**src/rtl/seq_detect_pkg.sv**
```systemverilog
// Shared types and helpers for the serial pattern-detector scheduler:
// FSM state encoding, power-up detector configuration, round-robin pick.
package seq_detect_pkg;

  typedef enum logic [1:0] {
    IDLE  = 2'd0,
    LOAD  = 2'd1,
    SHIFT = 2'd2,
    DONE  = 2'd3
  } state_t;

  localparam int         DEF_LEN     = 3;
  localparam logic [3:0] DEF_PATTERN = 4'b0101;
  localparam int         RR_MAX      = 64;

  // Index of the first set bit at or after ptr, wrapping modulo n.
  function automatic int rr_next(input logic [RR_MAX-1:0] req, input int ptr, input int n);
    int   pick;
    logic found;
    pick  = 0;
    found = 1'b0;
    for (int i = 0; i < n; i++) begin
      int idx;
      idx = (ptr + i) % n;
      if (!found && req[idx[5:0]]) begin
        pick  = idx;
        found = 1'b1;
      end
    end
    return pick;
  endfunction

endpackage

```
**src/rtl/seq_detect_sched_pattern_engine.sv**
```systemverilog
// Serial overlapping pattern matcher: shifts one bit per enabled cycle into a
// window and flags when the newest cfg_len bits equal the configured pattern.
module pattern_engine #(
  parameter int W     = 8,
  parameter int PAT_W = 4
) (
  input  logic                         clk,
  input  logic                         rst_n,
  input  logic                         clear,
  input  logic                         shift_en,
  input  logic                         x,
  input  logic [PAT_W-1:0]             cfg_pattern,
  input  logic [$clog2(PAT_W+1)-1:0]   cfg_len,
  output logic                         match,
  output logic                         detected,
  output logic [$clog2(W+1)-1:0]       bit_cnt
);

  localparam int CW = $clog2(W + 1);
  localparam int LW = $clog2(PAT_W + 1);

  logic [PAT_W-1:0] window_q, window_d, window_next, mask;
  logic [CW-1:0]    bit_cnt_q, bit_cnt_d, seen_next;
  logic             detected_q, detected_d;

  assign window_next = {window_q[PAT_W-2:0], x};
  assign seen_next   = bit_cnt_q + 1'b1;

  always_comb begin
    mask = '0;
    for (int i = 0; i < PAT_W; i++) begin
      mask[i] = (LW'(i) < cfg_len);
    end
  end

  // A match needs at least cfg_len bits of the current word in the window.
  assign match = shift_en && (int'(seen_next) >= int'(cfg_len)) &&
                 ((window_next & mask) == (cfg_pattern & mask));

  always_comb begin
    window_d   = window_q;
    bit_cnt_d  = bit_cnt_q;
    detected_d = 1'b0;
    if (clear) begin
      window_d  = '0;
      bit_cnt_d = '0;
    end else if (shift_en) begin
      window_d   = window_next;
      bit_cnt_d  = seen_next;
      detected_d = match;
    end
  end

  always_ff @(posedge clk or negedge rst_n) begin
    if (!rst_n) begin
      window_q   <= '0;
      bit_cnt_q  <= '0;
      detected_q <= 1'b0;
    end else begin
      window_q   <= window_d;
      bit_cnt_q  <= bit_cnt_d;
      detected_q <= detected_d;
    end
  end

  assign detected = detected_q;
  assign bit_cnt  = bit_cnt_q;

endmodule

```
**src/rtl/seq_detect_sched.sv**
```systemverilog
// Round-robin scheduler sharing one serial pattern engine among N requesters;
// returns the per-word match count tagged with the requester id.
module seq_detect_sched
  import seq_detect_pkg::*;
#(
  parameter int N     = 4,
  parameter int W     = 8,
  parameter int PAT_W = 4
) (
  input  logic                       clk,
  input  logic                       reset,
  input  logic [N-1:0]               req,
  input  logic [N*W-1:0]             data,
  output logic [N-1:0]               gnt,
  input  logic                       cfg_we,
  input  logic [PAT_W-1:0]           cfg_pattern,
  input  logic [$clog2(PAT_W+1)-1:0] cfg_len,
  output logic                       busy,
  output logic                       x,
  output logic                       detected,
  output logic                       res_valid,
  output logic [$clog2(N)-1:0]       res_id,
  output logic [$clog2(W+1)-1:0]     res_count
);

  localparam int IDW = $clog2(N);
  localparam int CW  = $clog2(W + 1);
  localparam int LW  = $clog2(PAT_W + 1);

  state_t           state_q, state_d;
  logic [W-1:0]     word_q, word_d;
  logic [IDW-1:0]   id_q, id_d, rr_ptr_q, rr_ptr_d, pick;
  logic [PAT_W-1:0] cfg_pattern_q, cfg_pattern_d;
  logic [LW-1:0]    cfg_len_q, cfg_len_d;
  logic [N-1:0]     gnt_q, gnt_d;
  logic             res_valid_q, res_valid_d;
  logic [CW-1:0]    res_count_q, res_count_d;
  logic             cfg_ok, shift_en, clear, match;
  logic [CW-1:0]    bit_cnt;
  logic [W-1:0]     words [N];

  for (genvar gi = 0; gi < N; gi++) begin : g_words
    assign words[gi] = data[gi*W +: W];
  end

  assign pick     = IDW'(rr_next(RR_MAX'(req), int'(rr_ptr_q), N));
  assign cfg_ok   = (cfg_len != '0) && (cfg_len <= LW'(PAT_W));
  assign shift_en = (state_q == SHIFT);
  assign clear    = (state_q == LOAD);

  pattern_engine #(.W(W), .PAT_W(PAT_W)) u_engine (
    .clk        (clk),
    .rst_n      (reset),
    .clear      (clear),
    .shift_en   (shift_en),
    .x          (x),
    .cfg_pattern(cfg_pattern_q),
    .cfg_len    (cfg_len_q),
    .match      (match),
    .detected   (detected),
    .bit_cnt    (bit_cnt)
  );

  always_comb begin
    state_d       = state_q;
    word_d        = word_q;
    id_d          = id_q;
    rr_ptr_d      = rr_ptr_q;
    cfg_pattern_d = cfg_pattern_q;
    cfg_len_d     = cfg_len_q;
    gnt_d         = '0;
    res_valid_d   = 1'b0;
    res_count_d   = res_count_q;
    case (state_q)
      IDLE: begin
        // A config write takes the whole IDLE cycle; arbitration waits.
        if (cfg_we) begin
          if (cfg_ok) begin
            cfg_pattern_d = cfg_pattern;
            cfg_len_d     = cfg_len;
          end
        end else if (|req) begin
          id_d        = pick;
          word_d      = words[pick];
          gnt_d[pick] = 1'b1;
          state_d     = LOAD;
        end
      end
      LOAD: begin
        res_count_d = '0;
        state_d     = SHIFT;
      end
      SHIFT: begin
        word_d = {word_q[W-2:0], 1'b0};
        if (match) res_count_d = res_count_q + 1'b1;
        if (bit_cnt == CW'(W - 1)) begin
          state_d     = DONE;
          res_valid_d = 1'b1;
        end
      end
      DONE: begin
        rr_ptr_d = id_q + 1'b1;
        state_d  = IDLE;
      end
      default: state_d = IDLE;
    endcase
  end

  always_ff @(posedge clk or negedge reset) begin
    if (!reset) begin
      state_q       <= IDLE;
      word_q        <= '0;
      id_q          <= '0;
      rr_ptr_q      <= '0;
      cfg_pattern_q <= PAT_W'(DEF_PATTERN);
      cfg_len_q     <= LW'(DEF_LEN);
      gnt_q         <= '0;
      res_valid_q   <= 1'b0;
      res_count_q   <= '0;
    end else begin
      state_q       <= state_d;
      word_q        <= word_d;
      id_q          <= id_d;
      rr_ptr_q      <= rr_ptr_d;
      cfg_pattern_q <= cfg_pattern_d;
      cfg_len_q     <= cfg_len_d;
      gnt_q         <= gnt_d;
      res_valid_q   <= res_valid_d;
      res_count_q   <= res_count_d;
    end
  end

  assign gnt       = gnt_q;
  assign busy      = (state_q != IDLE);
  assign x         = shift_en ? word_q[W-1] : 1'b0;
  assign res_valid = res_valid_q;
  assign res_id    = id_q;
  assign res_count = res_count_q;

endmodule

```
**config.mk**
```make
export PLATFORM = sky130hd
export DESIGN_NAME = seq_detect_sched
export DESIGN_NICKNAME = d
export VERILOG_FILES = /design/src/rtl/seq_detect_pkg.sv /design/src/rtl/seq_detect_sched_pattern_engine.sv /design/src/rtl/seq_detect_sched.sv
export SDC_FILE = /design/constraint.sdc
export NUM_CORES = 1
export LEC_CHECK = 0
export ABC_AREA = 1
export CAP_MARGIN = 25
export CORE_MARGIN = 1
export CORE_UTILIZATION = 50
export DETAILED_ROUTE_END_ITERATION = 16
export GPL_TIMING_DRIVEN = 0
export PLACE_DENSITY = 0.81
export SLEW_MARGIN = 20
export SYNTH_ARGS = -nofsm -noshare
export SYNTH_HDL_FRONTEND = slang
export SYNTH_SLANG_ARGS = --single-unit
```
**constraint.sdc**
```tcl
create_clock -name clk -period 2.19 [get_ports clk]
set_clock_uncertainty 0.15 [all_clocks]
set_input_delay 0.3285 -clock clk [delete_from_list [all_inputs] [get_ports clk]]
set_output_delay 0.3285 -clock clk [all_outputs]
set_load 0.01 [all_outputs]
```
-- Yosys cells after proc, flatten, opt, wreduce, memory -nomap -nowiden
Cells that the tools add are included.
- bits in registers: 38
- output and inout bits: 14
- logic and storage cells: 112
- bits of input ports: 46
- muxes and demuxes: 41
- magnitude comparators: 13
- reduce and logical (&&, ||, !) cells: 24
- add/subtract/negate cells: 6
- eq/ne operators: 9
- bitwise operators: 7
- operators with widths (cell ; count):
    two-way mux 8 bit ; 4
    two-way mux 4 bit ; 6
    < comparator 6 x 7 -> 1 bit (second input constant) ; 3
    binary-select mux 8 bit (select 2 bit) ; 1
    one-hot mux 8 bit (2 select lines) ; 1
    two-way mux 2 bit ; 7
    two-way mux 1 bit ; 13
    AND reduction 3 bit ; 4
    binary-select mux 1 bit (select 3 bit) ; 3
    adder 4 x 1 -> 4 bit (second input constant) ; 2
    bitwise AND 4 bit ; 2
    one-hot mux 2 bit (4 select lines) ; 1
    one-hot mux 4 bit (2 select lines) ; 1
    logical AND 1 bit ; 7
    < comparator 2 x 7 -> 1 bit (second input constant) ; 1
    < comparator 1 x 3 -> 1 bit (first input constant) ; 2
    < comparator 2 x 3 -> 1 bit (first input constant) ; 2
    two-way mux 3 bit ; 2
    nonzero test 2 bit ; 3
    OR reduction 2 bit ; 3
    adder 2 x 1 -> 2 bit (second input constant) ; 2
    adder 2 bit (second input constant) ; 2
    == test 2 bit (second input constant) ; 2
    == test 4 x 3 -> 1 bit (second input constant) ; 1
    19 further kinds ; 25

-- Longest topological paths before layout
Gate-level depths: netlist (run 1).
- word-level depth: 20
- gate-level depth with buffers: 17

-- Hierarchy
A second synthesis (run 1) with hierarchy kept.
- cells, all modules: 362
- area, all modules: 2565.0 µm²
- by module, submodules not included (module ; cells each ; area an instance (µm²) ; sequential area each (µm²) ; times used):
    seq_detect_sched ; 287 ; 2045.7 ; 755.7 ; 1
    pattern_engine ; 75 ; 519.2 ; 200.2 ; 1

-- Worst setup path before layout (run 1)
OpenSTA, ideal clock, no wires.
- path kind: register to register
- start point: register u_engine.bit_cnt_q[0] (netlist: u_engine.bit_cnt[0])
- end point: register res_count_q[2] (netlist: res_count[2])
- library setup time: 0.119 ns
- arrival: 1.716 ns
- path slack: 0.205 ns
- path buffers: 0
- period minus slack after synthesis: 1.985 ns
- stages on the path, launching flop included: 10
- cell sequence: dfrtp_1 -> ha_1 -> ha_1 -> a21boi_0 -> o21ai_0 -> nand3b_1 -> nand3_1 -> nand2_1 -> a21oi_1 -> nor2_1
- cells in the longest elaborated chain, start to end: 6
- ends and longest elaborated chain (element ; RTL line ; text):
    from (decl) ; seq_detect_sched_pattern_engine.sv:23 ; logic [CW-1:0] bit_cnt_q, bit_cnt_d, seen_next;
    from (signal assigned) ; seq_detect_sched_pattern_engine.sv:61 ; bit_cnt_q <= bit_cnt_d;
    adder 4 x 1 -> 4 bit ; seq_detect_sched_pattern_engine.sv:27 ; assign seen_next = bit_cnt_q + 1'b1;
    greater-or-equal comparator 4 x 3 -> 1 bit ; seq_detect_sched_pattern_engine.sv:37 ; assign match = shift_en && (int'(seen_next) >= int'(cfg_len)) &&
    logical AND 1 bit (2 in a row) ; seq_detect_sched_pattern_engine.sv:37 ;
    != test 2 x 1 -> 1 bit (no line) ; n/a ;
    AND reduction 2 bit (no line) ; n/a ;
    to (signal assigned) ; seq_detect_sched.sv:129 ; res_count_q <= res_count_d;
    to (decl) ; seq_detect_sched.sv:37 ; logic [CW-1:0] res_count_q, res_count_d;
Every way passes these cells.
A chain may end at the register's enable or synchronous reset.

-- Worst setup path after layout (run 1)
- start point: register state_q[1]
- end point: register res_count_q[3] (netlist: res_count[3])
- cells in the longest elaborated chain, start to end: 7
- ends and longest elaborated chain (element ; RTL line ; text):
    from (decl) ; seq_detect_sched.sv:30 ; state_t state_q, state_d;
    from (signal assigned) ; seq_detect_sched.sv:121 ; state_q <= state_d;
    == test 2 bit ; seq_detect_sched.sv:48, seq_detect_sched.sv:74 ;
    two-way mux 1 bit ; seq_detect_sched.sv:135 ; assign x = shift_en ? word_q[W-1] : 1'b0;
    bitwise AND 4 bit ; seq_detect_sched_pattern_engine.sv:38 ; ((window_next & mask) == (cfg_pattern & mask));
    == test 4 bit ; seq_detect_sched_pattern_engine.sv:38 ;
    logical AND 1 bit ; seq_detect_sched_pattern_engine.sv:37 ;
    != test 2 x 1 -> 1 bit (no line) ; n/a ;
    AND reduction 2 bit (no line) ; n/a ;
Several ways; a longest one is shown, not always the timed one.

==> metrics, run 1 <==
status=finished, final reports clean; router iterations before antenna repair=4; WL met2=~2.8 mm; Critical Setup Path Class=reg -> reg; register-to-register setup slack=0.13 ns; Vias/cell=5.21; vias in the first global route=~2.2k; Post-Synthesis Cells=316; final setup fails=0; ys flop type=dfrtp_1; Layout Utilization=around 72%; EDFF count, synth=0; nets@finish=~440; share of post-route cells with drive strength above 1=16.5%; Post-Syn Area per Cell=roughly 7.6 sq um; r2r endpoint=res_count[3]; Starting Density=about 54%; clock sinks=38; post-synth top area share=roughly a third; Num CTS Buffers=5; delay of the slowest critical-path stage=approximately 0.40 ns; Row Count=24; worst-path cell chain=buf_4 > ha_1 > buf_4 > nand2_2 > xor2_1 > a21oi_1 > nor2_1 > nand3_4 > nand2_4 > nand3_1 > nand2_1 > nor2_1; core area=roughly 4500 sq um; DRC Markers=0; Req. time, crit path=2.22 ns; most frequent cell after synthesis=nand2_1; Total GRT Usage=approximately 24%; WL per Instance=about 13 um; clock latency on the worst-skew pair=0.29 ns; H-tree depth=2; fmax=roughly 480 MHz; global-route wire length before repair=about 9.7 mm; Max-cap violations=0; clock transition at the registers of the reported paths=roughly 0.070 ns; Warnings, synthesis=0; largest area contributor in the netlist=dfrtp_1; critical path arrival=2.10 ns; Top Metal Used=met4; Setup crit start kind=flop; Pwr per Cell Area=about 1500 nW/um^2; routed wl met3=approximately 340 um; Syn Std Cell Area=2420 sq um; Peak supply drop=~0.00090 V; PortBufs=59; Final Hold Fails=0; CTS root buf=clkbuf_8; Lkg Pwr=roughly 1.6 nW; FFs w/ async S/R, synth=between 90% and 100%; Min Hold Slack=approximately 0.24 ns; IO Count=60; min cycle time layout=2.06 ns; Max Slew Vio Count=0; total routed wirelength=roughly 5.8 mm; Antenna Diode Count=0; R2R depth=12; largest net degree at the start of global routing=34; fillers=350; Worst setup startpoint=state_q[1]; top post-synthesis cells by area=dfrtp_1 35%, nand2_1 14%, nand3_1 7.7%; kind of end point of the critical path=flop; slowest CP cell=dfrtp_1; top cells by count, synth=92 x nand2_1, 37 x nand3_1, 34 x dfrtp_1; Die Width=~72 um; worst slew pin tran=between 0.3 and 0.4 ns; clock buffer depth=2; estimated wirelength of the detail-placed design=approximately 4.4 mm; DRT antenna net count=0; max_slew headroom=between 70% and 80%; FF-to-FF Start=state_q[1]; Critical Path End=res_count[3]; Placer Congestion=between 0.8 and 0.9; Initial DRC Count=110; DR vias=2299; Hold WC Path Type=in -> async; die area=between 5000 and 6000 sq um; crit-path max FO=8; Layout area overhead=35.0%; routed length on met1=between 2 and 3 mm; CTS tree=done; Die Y=71.5 um; Unique masters post-synth=33; ratio of final minimum period to clock period=a little over nine tenths; Syn Nets=between 300 and 400; Seq cells post-synth=38; initial antenna violation count=0; fraction of the yosys area taken by sequential cells=between 30% and 40%; total gr overflow=0
[worst min-delay path by stage]
| stage | slack (ns) | cells after the start | endpoint |
|---|---|---|---|
| 4_1_cts | 0.24 | 2 | word_q[6] |
| 5_1_grt | 0.25 | 2 | word_q[6] |
| 6_report | 0.24 | 2 | word_q[6] |
| 3_5_place_dp | 0.02 | 1 | word_q[6] |
| 2_1_floorplan | -0.12 | 0 | cfg_len_q[2] |
| 3_3_place_gp | 0.31 | 2 | word_q[3] |
[timing repair]
item,CTS,global route
buffers inserted,0,4
resized for setup,6,10
pin swaps,0,1
endpoints found under the hold margin,34,0
setup endpoints to repair,4,12
hold buffers,1,0
[report_power, final]
part           switching (mW)  total [mW]  internal (mW)
combinational            1.87        3.18           1.30
clock                   0.241       0.495          0.254
sequential              0.218        1.23           1.01
[cells by family after synthesis]
logic type,count (synthesis),share of synthesized area (%)
buffers and inverters,40,7.87
adder cells (fa/ha/maj),10,5.18
XOR/XNOR,5,1.81
flip-flops,38,39.5
AND/OR/NAND/NOR,186,36.0
multiplexers,4,1.86
AO/OA/AOI/OAI,33,7.76
[area by class of cell]
class                           count  area (sq um)  share of cell area, %
Sequential cell                    38           956                   29.3
Timing Repair Buffer               65           647                   19.8
Clock inverter                      1          5.00                  0.153
Buffer                              9          77.6                   2.38
Inverter                           31           116                   3.57
Clock buffer                        7          86.3                   2.65
Tap cell                           52          65.1                   1.99
Multi-Input combinational cell    238          1310                   40.1
[stage by stage]
step           total power [mW]  worst slack, ns  instances  area [sq um]  setup TNS [ns]
2_1_floorplan              3.44            0.205        316          2420               0
3_3_place_gp               4.15           -0.193        427          3070           -7.35
3_5_place_dp               4.24           -0.171        428          3090           -1.26
4_1_cts                    4.78         0.000709        437          3200               0
5_1_grt                    5.36          -0.0126        441          3260         -0.0175
6_report                   4.90            0.126        441          3260               0
[sequential cells by signal, indices dropped and copies added, names as in the netlist]
| register | flops |
|---|---|
| word_q | 8 |
| cfg_pattern_q | 4 |
| gnt | 4 |
| res_count | 4 |
| u_engine.bit_cnt | 4 |
| cfg_len_q | 3 |
| u_engine.window_q | 3 |
| res_id | 2 |
| rr_ptr_q | 2 |
| state_q | 2 |
| res_valid | 1 |
| u_engine.detected | 1 |
[worst max-delay path: cells and delay by family, from the launching register on]
kind	cells	cell delay (ns)
XOR/XNOR	1	0.15
flip-flops	1	0.40
AND/OR/NAND/NOR	7	0.73
buffers and inverters	2	0.30
adder cells (fa/ha/maj)	1	0.16
AO/OA/AOI/OAI	1	0.06
[routing by layer]
| layer | track usage (%) | vias up |
|---|---|---|
| met4 | 7.41 | 0 |
| li1 | - | 1161 |
| met1 | 29.9 | 1066 |
| met3 | 5.20 | 5 |
| met5 | 0 | - |
| met2 | 42.2 | 67 |
[layout by cell type (no fill, tap or decap), types with 4 or more instances in the layout]
cell             instances
nand2_1                 90
clkdlybuf4s50_1         56
nand3_1                 36
dfrtp_1                 34
inv_1                   27
nor2_1                  26
nand2_2                 17
o21ai_0                 14
ha_1                     9
buf_4                    6
a21oi_1                  6
clkbuf_8                 6
nand2_4                  5
inv_2                    4
nand4_1                  4
buf_2                    4
xor2_1                   4
mux2_2                   4
dfstp_2                  4
Power figures use the tool's default switching activity.
==> run 2, diff against run 1 <==
CTS_CLUSTER_SIZE = 12   (was not set)
GPL_ROUTABILITY_DRIVEN = 0   (was not set)
==> results of run 2 <==
Same layout as run 1: the final DEF is identical, and so are final timing and power.
==> edit 1: new RTL, config.mk and constraints of run 2 <==
`W` is set to 8 in 2 places; all go to 16.
--- a/src/rtl/seq_detect_sched_pattern_engine.sv
+++ b/src/rtl/seq_detect_sched_pattern_engine.sv
@@ -3,3 +3,3 @@
 module pattern_engine #(
-  parameter int W     = 8,
+  parameter int W     = 16,
   parameter int PAT_W = 4
--- a/src/rtl/seq_detect_sched.sv
+++ b/src/rtl/seq_detect_sched.sv
@@ -6,3 +6,3 @@
   parameter int N     = 4,
-  parameter int W     = 8,
+  parameter int W     = 16,
   parameter int PAT_W = 4
Interface: changed (resized data and res_count); port bits go from 60 to 93. The function was not compared with the original's and may differ.
==> edit 1 against run 2 <==
Non-clock buffer count up 58; core utilization rose by 4.7 points; die area rose by 42%; sequential cell count grew 10; area after synthesis rose by 44%; fmax down 4.6%; power rose by 67%; wire length grew 78%; cell area is 54% higher; setup slack got worse by 0.10 ns; largest cell class unchanged; largest power group unchanged; highest routed layer unchanged.
==> edit 1: results (changes against run 2) <==
outcome finished, final reports clean; CP max stage delay 0.47 ns (+0.07 ns); Clk pwr share 0.070 (-0.031); Non-clock inverters 102 (+230%); register area share after synthesis 0.348 (-0.0479); Vias 3690 (+61%); Seq area share 0.240 (-0.0534); Plain + repair buffers 132 (+78%); synth unique cells 35 (+6.1%); leakage power total 2.67 nW (+64%); Seq group 1.57 mW (+28%); #MultiIn Comb 337 (+42%); vias in the first global route 3604 (+61%); arrival time worst endpoint 2.23 ns (+0.13 ns); layout cells sized above 1 0.179 (+0.0141); Nets 715 (+61%); Iteration-0 DRC Markers 250 (+130%); Design Power 8.19 mW (+67%); switching fraction of total power 0.490 (+0.0149); largest cells by area after synthesis dfrtp_1 32%, nand2_1 13%, nand3_1 12%; VDD IR-drop max 0.000678 V (-25%); multi-input logic area 1920 µm² (+47%); seq_cells 48 (+26%); Avg Inst Size Synth 6.87 µm² (-10%); first-pass GRT wire length 16000 µm (+65%); clock network area share 0.0194 (-0.00863); layout filler cell count 447 (+28%); setup bufs post-CTS 5 (+5); placed cell count 675 (+58%); HPWL Detailed 7060 µm (+60%); routed wire length 10400 µm (+78%)
[edit 1: cell types whose count changed after synthesis, sizes merged, moves of 6 or more]
cell   delta
dfrtp    +10
inv      +70
buf       +6
nand3    +54
nand2    +20
nor2     +20
[edit 1: metrics by stage]
| step | cell area, µm² | hold slack [ns] |
|---|---|---|
| 6_report | 5040 | 0.345 |
| 5_1_grt | 5040 | 0.365 |
| 4_1_cts | 4680 | 0.342 |
| 3_3_place_gp | 4490 | 0.313 |
| 2_1_floorplan | 3470 | -0.117 |
| 3_5_place_dp | 4500 | 0.155 |
[edit 1: layer usage]
layer | up-vias | GRT usage | share of wire
met3 | 15 | 0.0477 | 0.077
met2 | 158 | 0.478 | 0.48
met5 | - | 0 | 0
li1 | 1803 | - | -
met1 | 1714 | 0.350 | 0.43
met4 | 0 | 0.0864 | 0.015
[edit 1: worst paths after layout]
path	slack, ns	end	cells past startpoint	from
min reg2reg	0.35	word_q[2]	2	word_q[2]
max reg2reg	0.03	word_q[7]	14	rr_ptr_q[1]
max in group asynchronous	0.96	cfg_len_q[0]	3	reset
min in group clk	0.35	word_q[2]	2	word_q[2]
min	0.35	word_q[2]	2	reset
max	0.03	word_q[7]	14	rr_ptr_q[1]
[edit 1: logic make-up (layout without fill, tap and decap cells)]
| kind of cell | count (synthesis) | in the layout | share of synthesized area |
|---|---|---|---|
| flip-flops | 48 | 48 | 0.348 |
| AND/OR/NAND/NOR | 280 | 281 | 0.377 |
| adder cells (fa/ha/maj) | 11 | 11 | 0.0397 |
| AO/OA/AOI/OAI | 33 | 33 | 0.0544 |
| buffers and inverters | 121 | 242 | 0.147 |
| XOR/XNOR | 7 | 7 | 0.0177 |
| multiplexers | 5 | 5 | 0.0162 |
==> edit 2: new RTL, config.mk and constraints of run 2 <==
Made on the original files. Register the output `res_count` once more; this adds one clock of latency there. The other outputs are not delayed to match.
--- a/src/rtl/seq_detect_sched.sv
+++ b/src/rtl/seq_detect_sched.sv
@@ -137,3 +137,5 @@
   assign res_id    = id_q;
-  assign res_count = res_count_q;
+  always_ff @(posedge clk) begin
+    res_count <= res_count_q;
+  end
 
Function: changed (a bounded check fails within 10 cycles, from zero or initial values and one cycle with reset low).
==> edit 2 against run 2 <==
Count of clock-buffer cells in the layout is 1 lower; cell area is 11% higher; power is 14% higher; first-iteration DRC count is 20% higher; sequential cell count is 4 higher; setup slack worse by 0.073 ns; fmax is 3.4% lower; area after synthesis is 4.2% higher; final cell count is 8.2% higher; die area is 4.1% higher; wire length is 13% higher; largest cell class unchanged; highest routed layer unchanged.
==> edit 2: results (changes against run 2) <==
GR Util All Layers 0.230 (-0.0111); Clk pwr share 0.093 (-0.008); CLK BUF 6 (-1); Top reg by flops word_q; clk_lat worst skew 0.30 ns; Net Switching 2.71 mW (+16%); synth unique cells 37 (+12%); largest cells by area after synthesis dfrtp_1 34%, nand2_1 13%, nand3_1 7.9%; Nets 465 (+4.7%); Plain + repair buffers 84 (+14%); WHS 0.246 ns (+0.00969 ns); Placed Instance Area 3220 µm² (+4.1%); PD cells 1550 nW/µm² (+3.5%); layout filler cell count 353 (+0.86%); placed cell count 454 (+6.1%); HPWL Detailed 4380 µm (-0.73%); Non-Clock Buffer Area Fraction 0.226 (+0.00388); share of flip-flops with an asynchronous set or reset 0.905 (-0.0952); reg2reg end word_q[0]; multi-input logic area 1430 µm² (+9.4%); Non-clock inverters 36 (+16%); arrival time worst endpoint 2.17 ns (+0.07 ns); Mapped Cells 327 (+3.5%); Worst-Margin Slew 0.442 ns (+0.0577 ns); worst r2r src rr_ptr_q[0]; Worst Hold Class reg -> reg; Worst Path Class, Setup reg -> reg; Max Fclk 468 MHz (-3.4%); layout cells sized above 1 0.215 (+0.0501); outcome finished, final reports clean; met3 track demand over resource 0.0566 (+0.00459); metal1 wirelength 2690 µm (+3.0%); #MultiIn Comb 240 (+0.84%); leakage power total 1.77 nW (+8.7%); Comb group 3.73 mW (+17%); register area share after synthesis 0.411 (+0.0159); synth cell count leaders 88 x nand2_1, 40 x nand3_1, 34 x dfrtp_1; worst r2r path cells 13 (+1); seq_cells 42 (+11%); Crit Path Max Fanout 18 (+10); met3 wire length 403 µm (+19%); Reg2Reg Setup Slack 0.05 ns (-0.07 ns); pre-CTS setup slack -0.555 ns (-0.384 ns); met2 usage 0.398 (-0.0245); Seq area share 0.288 (-0.00530); clock network area share 0.0264 (-0.00162); beginning of the worst hold path res_count_q[3]; Post-Route Utilization 0.753 (+0.0290); met1 usage 0.283 (-0.0158); met2 wire len 3370 µm (+19%); Net Count, Synth 383 (+3.0%); VDD IR-drop max 0.00104 V (+15%); routed wire length 6590 µm (+13%); vias in the first global route 2198 (-1.7%); largest net degree at the start of global routing 22 (-35%); Iteration-0 DRC Markers 132 (+20%); Non-Filler Instances 477 (+8.2%); first-pass GRT wire length 9470 µm (-2.1%); detail-routed via count per cell 5.25 (+0.70%)
-- edit 2: cell types whose count changed after synthesis, moves of 2 or more --
cell | before | now
a21oi_1 | 7 | 5
dfxtp_1 | 0 | 4
inv_1 | 28 | 32
nand2_1 | 92 | 88
nand2_2 | 16 | 11
nand3_1 | 37 | 40
nand4_1 | 4 | 2
nor2_1 | 26 | 30
nor3_1 | 2 | 6
o21ai_1 | 1 | 3
xor2_1 | 4 | 2
-- edit 2: kinds of logic after synthesis --
kind of cell / after synthesis / share of synthesized area
buf+inv: 45 / 0.0790
mux: 3 / 0.0134
simple gates: 187 / 0.348
xor+xnor: 4 / 0.0139
compound gates: 36 / 0.0844
fa+ha+maj: 10 / 0.0497
flops: 42 / 0.411
-- edit 2: timing repair --
item | in CTS | in global routing
hold buffers | 1 | 0
buffers inserted | 1 | 12
setup endpoints to repair | 14 | 13
gates resized for setup | 12 | 42
pin swaps | 1 | 18
gates cloned | 0 | 2
endpoints found under the hold margin | 13 | 0
